`src/rtl/mul_seq_if.sv`:
```
// Request/result handshake bundle for the iterative multiplier.
// Default opcode encodings are provided here when defines.vh is not in scope.
`ifndef ALU_MUL
`define ALU_MUL    5'b01100
`endif
`ifndef ALU_MULH
`define ALU_MULH   5'b01101
`endif
`ifndef ALU_MULHSU
`define ALU_MULHSU 5'b01110
`endif
`ifndef ALU_MULHU
`define ALU_MULHU  5'b01111
`endif

interface mul_seq_if #(
  parameter int XLEN = 32
);
  logic            in_valid;
  logic            in_ready;
  logic [4:0]      opcode;
  logic [XLEN-1:0] rs1;
  logic [XLEN-1:0] rs2;
  logic            out_valid;
  logic            out_ready;
  logic [XLEN-1:0] rd;

  modport master (
    output in_valid, opcode, rs1, rs2, out_ready,
    input  in_ready, out_valid, rd
  );

  modport slave (
    input  in_valid, opcode, rs1, rs2, out_ready,
    output in_ready, out_valid, rd
  );
endinterface

```
`src/rtl/mul_seq.sv`:
```
// Iterative shift-add multiplier for MUL/MULH/MULHSU/MULHU (sign-magnitude core).
// Define MUL_RADIX4_EN to retire two multiplier bits per BUSY cycle.
module mul_seq #(
  parameter int XLEN = 32
) (
  input  logic     clk,
  input  logic     rst_n,
  input  logic     flush,
  mul_seq_if.slave bus
);

  localparam int PW = 2 * XLEN;
`ifdef MUL_RADIX4_EN
  localparam int STEPS = XLEN / 2;
`else
  localparam int STEPS = XLEN;
`endif
  localparam int CW = $clog2(STEPS);

  typedef enum logic [1:0] {IDLE, BUSY, FIX, DONE} state_t;

  state_t          state, state_nx;
  logic [4:0]      op_q;
  logic [PW-1:0]   mcand_q;
  logic [PW-1:0]   acc_q;
  logic [XLEN-1:0] mplier_q;
  logic [XLEN-1:0] rd_q;
  logic            neg_q;
  logic [CW-1:0]   cnt_q;

  logic            accept;
  logic            s1, s2;
  logic [PW-1:0]   partial;
  logic [PW-1:0]   prod;

  function automatic logic is_mul_op(input logic [4:0] op);
    return (op == `ALU_MUL) || (op == `ALU_MULH) ||
           (op == `ALU_MULHSU) || (op == `ALU_MULHU);
  endfunction

  // |-2^(XLEN-1)| wraps to 2^(XLEN-1), which is exactly right as an unsigned magnitude
  function automatic logic [XLEN-1:0] mag(input logic signed [XLEN-1:0] x,
                                          input logic as_signed);
    return (as_signed && x[XLEN-1]) ? -x : x;
  endfunction

  function automatic logic [PW-1:0] cneg(input logic [PW-1:0] p, input logic n);
    return n ? (~p + 1'b1) : p;
  endfunction

  assign s1     = (bus.opcode == `ALU_MULH) || (bus.opcode == `ALU_MULHSU);
  assign s2     = (bus.opcode == `ALU_MULH);
  assign accept = bus.in_valid && bus.in_ready;
  assign prod   = cneg(acc_q, neg_q);
  assign bus.rd = rd_q;

  always_comb begin
    partial = '0;
`ifdef MUL_RADIX4_EN
    case (mplier_q[1:0])
      2'd1:    partial = mcand_q;
      2'd2:    partial = mcand_q << 1;
      2'd3:    partial = mcand_q + (mcand_q << 1);
      default: partial = '0;
    endcase
`else
    if (mplier_q[0]) partial = mcand_q;
`endif
  end

  always_ff @(posedge clk or negedge rst_n) begin
    if (!rst_n) state <= IDLE;
    else        state <= state_nx;
  end

  always_comb begin
    state_nx = state;
    if (flush) begin
      state_nx = IDLE;
    end else begin
      case (state)
        IDLE:    if (accept) state_nx = is_mul_op(bus.opcode) ? BUSY : DONE;
        BUSY:    if (cnt_q == '0) state_nx = FIX;
        FIX:     state_nx = DONE;
        DONE:    if (bus.out_ready) state_nx = IDLE;
        default: state_nx = IDLE;
      endcase
    end
  end

  always_comb begin
    bus.in_ready  = (state == IDLE);
    bus.out_valid = (state == DONE);
  end

  // Datapath: operand capture, shift-add steps, sign fix-up and result select
  always_ff @(posedge clk or negedge rst_n) begin
    if (!rst_n) begin
      op_q     <= '0;
      mcand_q  <= '0;
      acc_q    <= '0;
      mplier_q <= '0;
      rd_q     <= '0;
      neg_q    <= 1'b0;
      cnt_q    <= '0;
    end else if (!flush) begin
      case (state)
        IDLE: if (accept) begin
          op_q     <= bus.opcode;
          mcand_q  <= PW'(mag(bus.rs1, s1));
          mplier_q <= mag(bus.rs2, s2);
          neg_q    <= (s1 & bus.rs1[XLEN-1]) ^ (s2 & bus.rs2[XLEN-1]);
          acc_q    <= '0;
          cnt_q    <= CW'(STEPS - 1);
          if (!is_mul_op(bus.opcode)) rd_q <= '0;
        end
        BUSY: begin
          acc_q <= acc_q + partial;
`ifdef MUL_RADIX4_EN
          mcand_q  <= mcand_q << 2;
          mplier_q <= mplier_q >> 2;
`else
          mcand_q  <= mcand_q << 1;
          mplier_q <= mplier_q >> 1;
`endif
          cnt_q <= cnt_q - 1'b1;
        end
        FIX: rd_q <= (op_q == `ALU_MUL) ? prod[XLEN-1:0] : prod[PW-1:XLEN];
        default: ;
      endcase
    end
  end

endmodule

```
`src/flat_wrapper.sv`:
```
// flat-port wrapper written by rule: the top's interface ports become plain ports
module mul_seq_flat 
#(
  parameter int XLEN = 32
)
  (clk, rst_n, flush, bus_in_valid, bus_opcode, bus_rs1, bus_rs2, bus_out_ready, bus_in_ready, bus_out_valid, bus_rd);
  mul_seq_if #(.XLEN(XLEN)) bus_i ();
  input  logic clk;
  input  logic rst_n;
  input  logic flush;
  input wire logic [$bits(bus_i.in_valid)-1:0] bus_in_valid;
  input wire logic [$bits(bus_i.opcode)-1:0] bus_opcode;
  input wire logic [$bits(bus_i.rs1)-1:0] bus_rs1;
  input wire logic [$bits(bus_i.rs2)-1:0] bus_rs2;
  input wire logic [$bits(bus_i.out_ready)-1:0] bus_out_ready;
  output wire logic [$bits(bus_i.in_ready)-1:0] bus_in_ready;
  output wire logic [$bits(bus_i.out_valid)-1:0] bus_out_valid;
  output wire logic [$bits(bus_i.rd)-1:0] bus_rd;
  assign bus_i.in_valid = bus_in_valid;
  assign bus_i.opcode = bus_opcode;
  assign bus_i.rs1 = bus_rs1;
  assign bus_i.rs2 = bus_rs2;
  assign bus_i.out_ready = bus_out_ready;
  assign bus_in_ready = bus_i.in_ready;
  assign bus_out_valid = bus_i.out_valid;
  assign bus_rd = bus_i.rd;
  mul_seq #(.XLEN(XLEN)) u_core (.clk(clk), .rst_n(rst_n), .flush(flush), .bus(bus_i));
endmodule
```
`config.mk`:
```
export PLATFORM = sky130hd
export DESIGN_NAME = mul_seq_flat
export DESIGN_NICKNAME = d
export VERILOG_FILES = /design/src/rtl/mul_seq_if.sv /design/src/rtl/mul_seq.sv /design/src/flat_wrapper.sv
export SDC_FILE = /design/constraint.sdc
export NUM_CORES = 1
export LEC_CHECK = 0
export ABC_AREA = 1
export CORE_MARGIN = 3
export CORE_UTILIZATION = 40
export DETAILED_ROUTE_END_ITERATION = 10
export GPL_ROUTABILITY_DRIVEN = 0
export HOLD_SLACK_MARGIN = 0.1
export MAX_ROUTING_LAYER = met4
export SETUP_SLACK_MARGIN = 0.2
export SYNTH_ARGS = -nofsm -noshare
export SYNTH_HDL_FRONTEND = slang
export SYNTH_SLANG_ARGS = --single-unit
```
`constraint.sdc`:
```
create_clock -name clk -period 3.55 [get_ports clk]
set_clock_uncertainty 0.1 [all_clocks]
set_input_delay 0.8875 -clock clk [delete_from_list [all_inputs] [get_ports clk]]
set_output_delay 0.8875 -clock clk [all_outputs]
set_load 0.02 [all_outputs]
```
# Word level (Yosys, flattened, before mapping)
# Index checks and enable logic that the tools add are counted.
totals:
  regBits: 205
  in_bits: 74
  output_inout_bits: 34
  wordCells: 68
classes:
  addsub: 5
  n_eq_ne: 13
  muxes: 22
  bitwise_logic: 5
  n_reduce_logical: 15
op_table:
  columns: ["operator", "n"]
  rows:
  - ["$mux W64", 4]
  - ["$pmux W64 S2", 2]
  - ["$mux W32", 6]
  - ["$pmux W32 S2", 2]
  - ["$add A64 B1 Y64 const B", 1]
  - ["$add A64 B64 Y64", 1]
  - ["$neg A32 Y32", 2]
  - ["$not A64 Y64", 1]
  - ["$eq A5 B4 Y1 const B", 5]
  - ["$mux W2", 5]
  - ["$pmux W5 S2", 1]
  - ["$reduce_and A3 Y1", 3]
  - ["$pmux W2 S4", 1]
  - ["$ne A3 B3 Y1 const B", 2]
  - ["$logic_not A5 Y1", 1]
  - ["$mux W5", 1]
  - ["$sub A5 B1 Y5 const B", 1]
  - ["$eq A2 B2 Y1 const B", 2]
  - ["$logic_or A1 B1 Y1", 4]
  - ["$ne A2 B2 Y1 const B", 2]
  - ["$reduce_and A4 Y1", 1]
  - ["$reduce_bool A2 Y1", 2]
  - ["$logic_and A1 B1 Y1", 3]
  - ["$ne A3 B2 Y1 const B", 1]
  - ["other kinds (5)", 6]

# Longest topological paths before layout
# Gate-level depths: netlist (run 1).
logic_depth:
  word_depth: 8
  depth_mapped: 20
  mapped_depth_nobuf: 18

# Worst setup path before layout (run 1)
# Ideal clock, no wire load.
synth_timing:
  path_kind: "register -> register"
  startpoint: "reg u_core.mplier_q[0]"
  endpoint: "reg u_core.acc_q[60]"
  t_arrival_ns: 2.403
  t_required_ns: 3.332
  path_slack_ns: 0.929
  stages_incl_launch_ff: 19
  path_cell_list: "dfrtp_1 -> clkbuf_1 -> clkbuf_1 -> nand2_1 -> inv_1 -> ha_1 -> inv_1 -> fa_1 -> nor2_1 -> or2_2 -> nand3_1 -> nand2_1 -> nand2_1 -> nand2_1 -> nand2_1 -> nand2_1 -> nand2_1 -> nand3_1 -> nand2_1"
synth_via:
  elab_chain_len: 3
synth_rtl:
  columns: ["item", "line", "source"]
  rows:
  - ["from (decl)", "mul_seq.sv:26", "logic [XLEN-1:0] mplier_q;"]
  - ["from (signal assigned)", "mul_seq.sv:111", "mplier_q <= mag(bus.rs2, s2);"]
  - ["from (signal assigned)", "mul_seq.sv:124", "mplier_q <= mplier_q >> 1;"]
  - ["$mux W64", "mul_seq.sv:67", "if (mplier_q[0]) partial = mcand_q;"]
  - ["$add A64 B64 Y64", "mul_seq.sv:118", "acc_q <= acc_q + partial;"]
  - ["$pmux W64 S2", "mul_seq.sv:107", "case (state)"]
  - ["to (signal assigned)", "mul_seq.sv:118", null]
  - ["to (decl)", "mul_seq.sv:25", "logic [PW-1:0] acc_q;"]
# Every way passes these cells.
# A chain may end at the register's enable or synchronous reset.

# Final worst setup path (run 1)
layout_timing:
  startpoint: "reg u_core.state[0]"
  endpoint: "out bus_in_ready"
layout_via:
  elab_chain_len: 1
layout_rtl:
  columns: ["item", "line", "source"]
  rows:
  - ["from (decl)", "mul_seq.sv:22", "state_t state, state_nx;"]
  - ["from (signal assigned)", "mul_seq.sv:73", "else state <= state_nx;"]
  - ["$logic_not A2 Y1", "mul_seq.sv:92", "bus.in_ready = (state == IDLE);"]
  - ["to (decl)", "flat_wrapper.sv:16", "output wire logic [$bits(bus_i.in_ready)-1:0] bus_in_ready;"]
# Every way passes these cells.

==> reports/qor.log, run 1 <==
[run_status] status finished clean
[sta] Pins Over Slew Limit 0
[placement] Cell Count Post-Placement 3,973
[sta] Worst slew margin 22.4%
[clocking] Sinks on Clock Net 205
[clocking] Resized Gates After CTS 0
[synthesis] flops & latches, synth 205
[clocking] cell chosen for the clock root sky130_fd_sc_hd__clkbuf_16
[synthesis] dominant cell type by area after synthesis sky130_fd_sc_hd__dfrtp_1
[synthesis] Mapped Nets 3,465
[clocking] clock latency on the worst-skew pair 0.59 ns
[sta] period utilization 84.4%
[grt] overall track demand over capacity in global routing 26.6%
[grt] global-route wire length before repair 104,000 um
[routing] antenna-violating nets left 0
[synthesis] top cells by area, synth sky130_fd_sc_hd__dfrtp_1 27%, sky130_fd_sc_hd__nand2_1 24%, sky130_fd_sc_hd__inv_1 11%, sky130_fd_sc_hd__nor2_1 6.7%, sky130_fd_sc_hd__nand3_1 5.5%
[critical_path] arrival time at the worst endpoint 2.01 ns
[min_path] Hold WC Path Type primary input to async pin
[layout] share of post-route cells with drive strength above 1 4.48%
[run] number of max-cap violations 0
[critical_path] Bufs and invs on worst path 2
[placement] worst setup timing slack at the placement stage 0.565 ns
[critical_path] category of the worst setup path capture point output port
[clocking] TritonCTS clock tree yes
[sta] Worst-Margin Slew 1.16 ns
[synthesis] leading post-synthesis cells by instance count 1,245 x sky130_fd_sc_hd__nand2_1, 575 x sky130_fd_sc_hd__inv_1, 342 x sky130_fd_sc_hd__nor2_1
[critical_path] crit path max-delay cell type sky130_fd_sc_hd__clkdlybuf4s50_1
[routing] total detailed-routing wirelength 66,000 um
[synthesis] Unique masters post-synth 54
[sta] setup TNS 0 ns
[layout] final antenna diode count 0
[layout] filler cell count 5,059
[floorplan] initial cell density of the core 40.8%
[clocking] depth of the CTS H-tree 1
[power_and_ir_drop] Lkg Pwr 12.4 nW
[power_and_ir_drop] power density normalized to cell area 746 mW/mm^2
[layout] Net count, final 3,542
[grt] overall overflow remaining after global route 0
[floorplan] die area 0.0505 sq mm
[clocking] number of buffers created by CTS 27
[synthesis] area fraction of the dominant cell type after synthesis 26.8%
[floorplan] height of the chip 225 um
[critical_path] top fanout value on the critical path 4
[power_and_ir_drop] total power after layout 16.3 mW
[sta] Hold Slack 0.175 ns
[layout] Non-Filler Cell Area, Final 0.0218 sq mm
[sta] number of endpoints with negative hold slack in the final report 0
[layout] area added between synthesis and finish 13.9%
[synthesis] post-synthesis sequential area ratio 26.8%
[placement] count of input and output buffers 107
[clocking] maximum buffer depth of the clock tree 3
[synthesis] fraction of registers with async set/reset 100%
[floorplan] core region area 0.0469 sq mm
[layout] Final Util 46.5%
[placement] HPWL Detailed 52,500 um
[critical_path] CP cell instances inv_1, ha_1, clkdlybuf4s50_1
[clocking] clock slew at reported path FFs 0.06 ns
[critical_path] Critical Path RT 2.56 ns
[synthesis] Cell Area, Synth 0.0191 sq mm
[sta] peak clock frequency supported by timing 334 MHz
[critical_path] element type at the critical path start flop
[placement] Placement Cell Area 0.0208 sq mm
[routing] final routed wire length divided by cell count 16.4 um
[synthesis] commonest register cell after synthesis sky130_fd_sc_hd__dfrtp_1
[floorplan] Die Width 225 um
[sta] final worst path period need 3.00 ns
[grt] maximum number of pins on one net before global-route repair 115
[routing] # DRC 0
[layout] sequential cell area 0.00513 sq mm
[floorplan] Rows 79
[clocking] post-cts hold buffer count 0
[routing] detailed-route via count 20,751
[synthesis] cell with the most instances after synthesis sky130_fd_sc_hd__nand2_1
[synthesis] Gate Count Post-Synth 3,318
[layout] Finished Layout Cells 4,023
[synthesis] number of enable-type register cells in the synthesized netlist 0
[critical_path] peak per-stage delay on the critical path 0.63 ns
[grt] antenna violations before repair 0
[power_and_ir_drop] Max IR drop VDD 0.367 mV
[layout] multi-input gate area in the final layout 0.0114 sq mm
[routing] detailed router's first-iteration violation count 1,740
[floorplan] Top Ports 108
[sta] setup repair after global routing missed its margin no
[synthesis] Mapped Avg Cell Area 5.77 sq um
[clocking] number of setup buffers added after CTS 0
[routing] average via count per standard cell 5.16
[grt] via count of the first global-routing pass 19,596
[routing] TritonRoute pass-1 iters 7
[synthesis] Warnings, synthesis 0
[critical_path] crit path kind flop to output port
[critical_path] Top Family by Delay on Critical Path buffers and inverters
[sta] worst setup slack after layout 0.554 ns
[sta] number of failing setup endpoints in the final timing report 0
[routing by layer]
metal / GRT usage, % / part of all wire, % / up-vias
li1: - / - / 10449
met1: 35.3 / 45 / 9390
met2: 40.8 / 43 / 756
met3: 3.77 / 7.8 / 156
met4: 11.4 / 4.6 / 0
met5: - / 0 / -
[worst paths after layout]
kind,start,end,slack [ns],cells past startpoint
setup / recovery,u_core.state[0],bus_in_ready,0.55,3
hold reg to reg,u_core.bus.rd[29],u_core.bus.rd[29],0.38,2
min in group clk,u_core.bus.rd[29],u_core.bus.rd[29],0.38,2
max in group asynchronous,rst_n,u_core.bus.rd[29],2.33,2
setup reg to reg,u_core.mplier_q[0],u_core.acc_q[61],0.61,15
hold / removal,rst_n,u_core.bus.rd[3],0.18,1
[cell families (layout without fill, tap and decap cells)]
logic type	count (synthesis)	count (layout)	share of synthesized area, %
xor+xnor	25	25	1.14
simple gates	1937	1937	41.7
flops	205	205	26.8
fa+ha+maj	73	73	4.81
compound gates	408	408	11.8
buf+inv	670	768	13.7
[placed cells by master (no fill, tap or decap), drive strengths merged, types with 15 or more instances in the layout]
cell	count
nor3	28
xor2	21
clkbuf	33
nand3	220
buf	22
nand2	1263
nand4	36
inv	586
clkdlybuf4s50	106
a21oi	128
nor2	370
o211ai	15
o22ai	42
o21ai	196
ha	72
dfrtp	205
[sequential cells by signal (all words and copies together), names as in the netlist]
register	flops
u_core.bus.rd	32
u_core.mplier_q	32
u_core.acc_q	64
u_core.mcand_q	64
u_core.neg_q	1
u_core.state	2
u_core.op_q	5
u_core.cnt_q	5
[cell type report]
cell class                 count  area share (%)
clock buffer                  32            3.32
sequential                   205            23.5
inverter                     589            10.2
clock inverter                18            1.27
tap                          607            3.48
multi-input combinational   2443            52.2
timing repair buffer         129            5.97
[report_power, final]
group	switching, mW	internal, mW
clock	1.18	1.90
combinational	5.98	2.88
sequential	1.09	3.24
No activity file was read; power rests on OpenSTA's default activity.
==> run 2: changes to the inputs <==
==> constraint.sdc (replaced) <==
create_clock -name clk -period 3.1 [get_ports clk]
set_clock_uncertainty 0.1 [all_clocks]
set_input_delay 0.775 -clock clk [delete_from_list [all_inputs] [get_ports clk]]
set_output_delay 0.775 -clock clk [all_outputs]
set_load 0.02 [all_outputs]
==> reports/qor.log, run 2 (same netlist as run 1, synthesis figures left out) <==
[run_status] status finished clean
[sta] worst setup slack after layout 0.229 ns
[layout] most frequent cells in the layout 1,227 x sky130_fd_sc_hd__nand2_1, 575 x sky130_fd_sc_hd__inv_1, 309 x sky130_fd_sc_hd__nor2_1
[critical_path] Reg2Reg Depth 16
[floorplan] Top Ports 108
[power_and_ir_drop] net switching component of the power 9.57 mW
[power_and_ir_drop] Max IR drop VDD 0.563 mV
[critical_path] top fanout value on the critical path 26
[critical_path] crit path kind flop to flop
[critical_path] category of the worst setup path capture point flop
[grt] overall overflow remaining after global route 0
[run] number of max-cap violations 0
[layout] share of post-route cells with drive strength above 1 7.22%
[routing] antenna-violating nets left 0
[sta] Worst-Margin Slew 0.838 ns
[sta] number of endpoints with negative hold slack in the final report 0
[placement] count of input and output buffers 107
[routing] average via count per standard cell 5.19
[routing] detailed-route via count 20,969
[floorplan] core region area 0.0469 sq mm
[grt] global-route wire length before repair 105,000 um
[placement] worst setup timing slack at the placement stage -0.000227 ns
[layout] Final Util 47.6%
[sta] period utilization 92.6%
[layout] multi-input gate area in the final layout 0.0117 sq mm
[clocking] maximum buffer depth of the clock tree 3
[clocking] cell chosen for the clock root sky130_fd_sc_hd__clkbuf_16
[layout] biggest registers after layout u_core.acc_q x64, u_core.mcand_q x64
[power_and_ir_drop] power density normalized to cell area 848 mW/mm^2
[clocking] Sinks on Clock Net 205
[grt] via count of the first global-routing pass 19,489
[clocking] depth of the CTS H-tree 1
[critical_path] element type at the critical path start flop
[placement] HPWL Detailed 53,300 um
[routing] TritonRoute pass-1 iters 6
[floorplan] Rows 79
[layout] Net count, final 3,560
[clocking] clock slew at reported path FFs 0.05 ns
[floorplan] Die Width 225 um
[sta] number of failing setup endpoints in the final timing report 0
[power_and_ir_drop] portion of total power attributed to the clock network 18.4%
[layout] final antenna diode count 0
[grt] maximum number of pins on one net before global-route repair 75
[clocking] TritonCTS clock tree yes
[power_and_ir_drop] fraction of power consumed by sequential logic 26.1%
[critical_path] Critical Path RT 3.46 ns
[floorplan] height of the chip 225 um
[sta] setup repair after global routing missed its margin yes
[power_and_ir_drop] combinational fraction of design power 55.5%
[layout] area added between synthesis and finish 16.5%
[power_and_ir_drop] switching power share of the total 50.7%
[power_and_ir_drop] Lkg Pwr 12.6 nW
[routing] total detailed-routing wirelength 67,300 um
[grt] overall track demand over capacity in global routing 26.9%
[layout] sequential cell area 0.00513 sq mm
[sta] Pins Over Slew Limit 0
[layout] filler cell count 5,011
[routing] # DRC 0
[power_and_ir_drop] internal power 9.31 mW
[clocking] clock latency on the worst-skew pair 0.58 ns
[sta] peak clock frequency supported by timing 348 MHz
[layout] most common cell after layout, fill and taps aside sky130_fd_sc_hd__nand2_1
[min_path] Hold WC Path Type flop to flop
[clocking] number of buffers created by CTS 28
[sta] final worst path period need 2.87 ns
[critical_path] arrival time at the worst endpoint 3.23 ns
[min_path] number of stages on the worst hold path 2
[sta] Worst slew margin 44.1%
[routing] final routed wire length divided by cell count 16.6 um
[floorplan] initial cell density of the core 40.8%
[floorplan] die area 0.0505 sq mm
[routing] detailed router's first-iteration violation count 1,988
[grt] antenna violations before repair 0
==> run 2: cell types whose count changed in the layout (fill, tap and decap cells not counted), sizes merged <==
cell	delta
dlygate4sd3	+1
dlygate4sd2	+1
bufinv	-3
buf	+15
clkinvlp	-4
clkbuf	+9
clkinv	+1
clkdlybuf4s50	-1
==> run 2: power by group through the flow <==
stage	registers (mW)	logic, mW	clock network (mW)
finish	4.93	10.5	3.47
global route	5.03	11.7	3.65
CTS	4.89	10.1	3.55
detailed placement	4.94	10.1	0
global placement	4.91	9.97	0
floorplan	4.59	6.98	0
==> run 2: layout make-up <==
type                       count  share of cell area [%]
clock buffer                  40                    3.76
clock inverter                12                   0.679
inverter                     589                    9.94
multi-input combinational   2443                    52.3
sequential                   205                    23.0
tap                          607                    3.41
timing repair buffer         146                    6.83
==> run 2: layer usage <==
metal  GRT usage, %  routed length (um)  part of all wire [%]
met3           3.41                5110                   7.6
met4           10.1                3110                   4.6
met5              -                   0                     0
met1           36.5               30300                    45
met2           41.3               28800                    43
==> run 2: path summary, 6_finish.rpt <==
| kind | start | endpoint | slack (ns) |
|---|---|---|---|
| min reg2reg | u_core.mplier_q[26] | u_core.mplier_q[26] | 0.37 |
| min in group asynchronous | rst_n | u_core.acc_q[10] | 0.63 |
| max | u_core.mplier_q[0] | u_core.acc_q[59] | 0.23 |
| max reg2reg | u_core.mplier_q[0] | u_core.acc_q[59] | 0.23 |
| min | u_core.mplier_q[26] | u_core.mplier_q[26] | 0.37 |
| max in group asynchronous | rst_n | u_core.mcand_q[44] | 1.50 |
==> run 2: repair_timing <==
item | in CTS | in global routing
hold endpoints to repair | 39 | 0
gates cloned | 0 | 1
setup endpoints to repair | 1 | 33
pin swaps | 0 | 1
resized for setup | 1 | 91
hold buffers | 1 | 0
setup buffers | 0 | 4
==> run 2: through the flow <==
| stage | total power [mW] | hold WS, ns | TNS [ns] | cell area [sq um] | cells |
|---|---|---|---|---|---|
| 3_3_place_gp | 14.9 | 0.358 | 0 | 20900 | 3984 |
| 2_1_floorplan | 11.6 | 0.342 | 0 | 19100 | 3318 |
| 6_report | 18.9 | 0.372 | 0 | 22300 | 4042 |
| 5_1_grt | 20.4 | 0.392 | 0 | 22300 | 4042 |
| 3_5_place_dp | 15.0 | 0.362 | -0.000227 | 20900 | 3984 |
| 4_1_cts | 18.6 | 0.376 | 0 | 21900 | 4037 |
==> run 2: worst max-delay path, cell delays in order, from the launching register on <==
cell                        delay, ns
sky130_fd_sc_hd__dfrtp_4         0.48
sky130_fd_sc_hd__buf_12          0.15
sky130_fd_sc_hd__clkbuf_16       0.19
sky130_fd_sc_hd__nand2_1         0.09
sky130_fd_sc_hd__inv_1           0.07
sky130_fd_sc_hd__ha_1            0.36
sky130_fd_sc_hd__nand2_1         0.09
sky130_fd_sc_hd__inv_1           0.08
sky130_fd_sc_hd__nand2_1         0.13
sky130_fd_sc_hd__nor2_1          0.30
sky130_fd_sc_hd__nand2_1         0.14
sky130_fd_sc_hd__nor2_1          0.15
sky130_fd_sc_hd__nand2_1         0.13
sky130_fd_sc_hd__nand2_1         0.09
sky130_fd_sc_hd__nand2_1         0.05
sky130_fd_sc_hd__nand3_1         0.07
sky130_fd_sc_hd__nand2_1         0.06
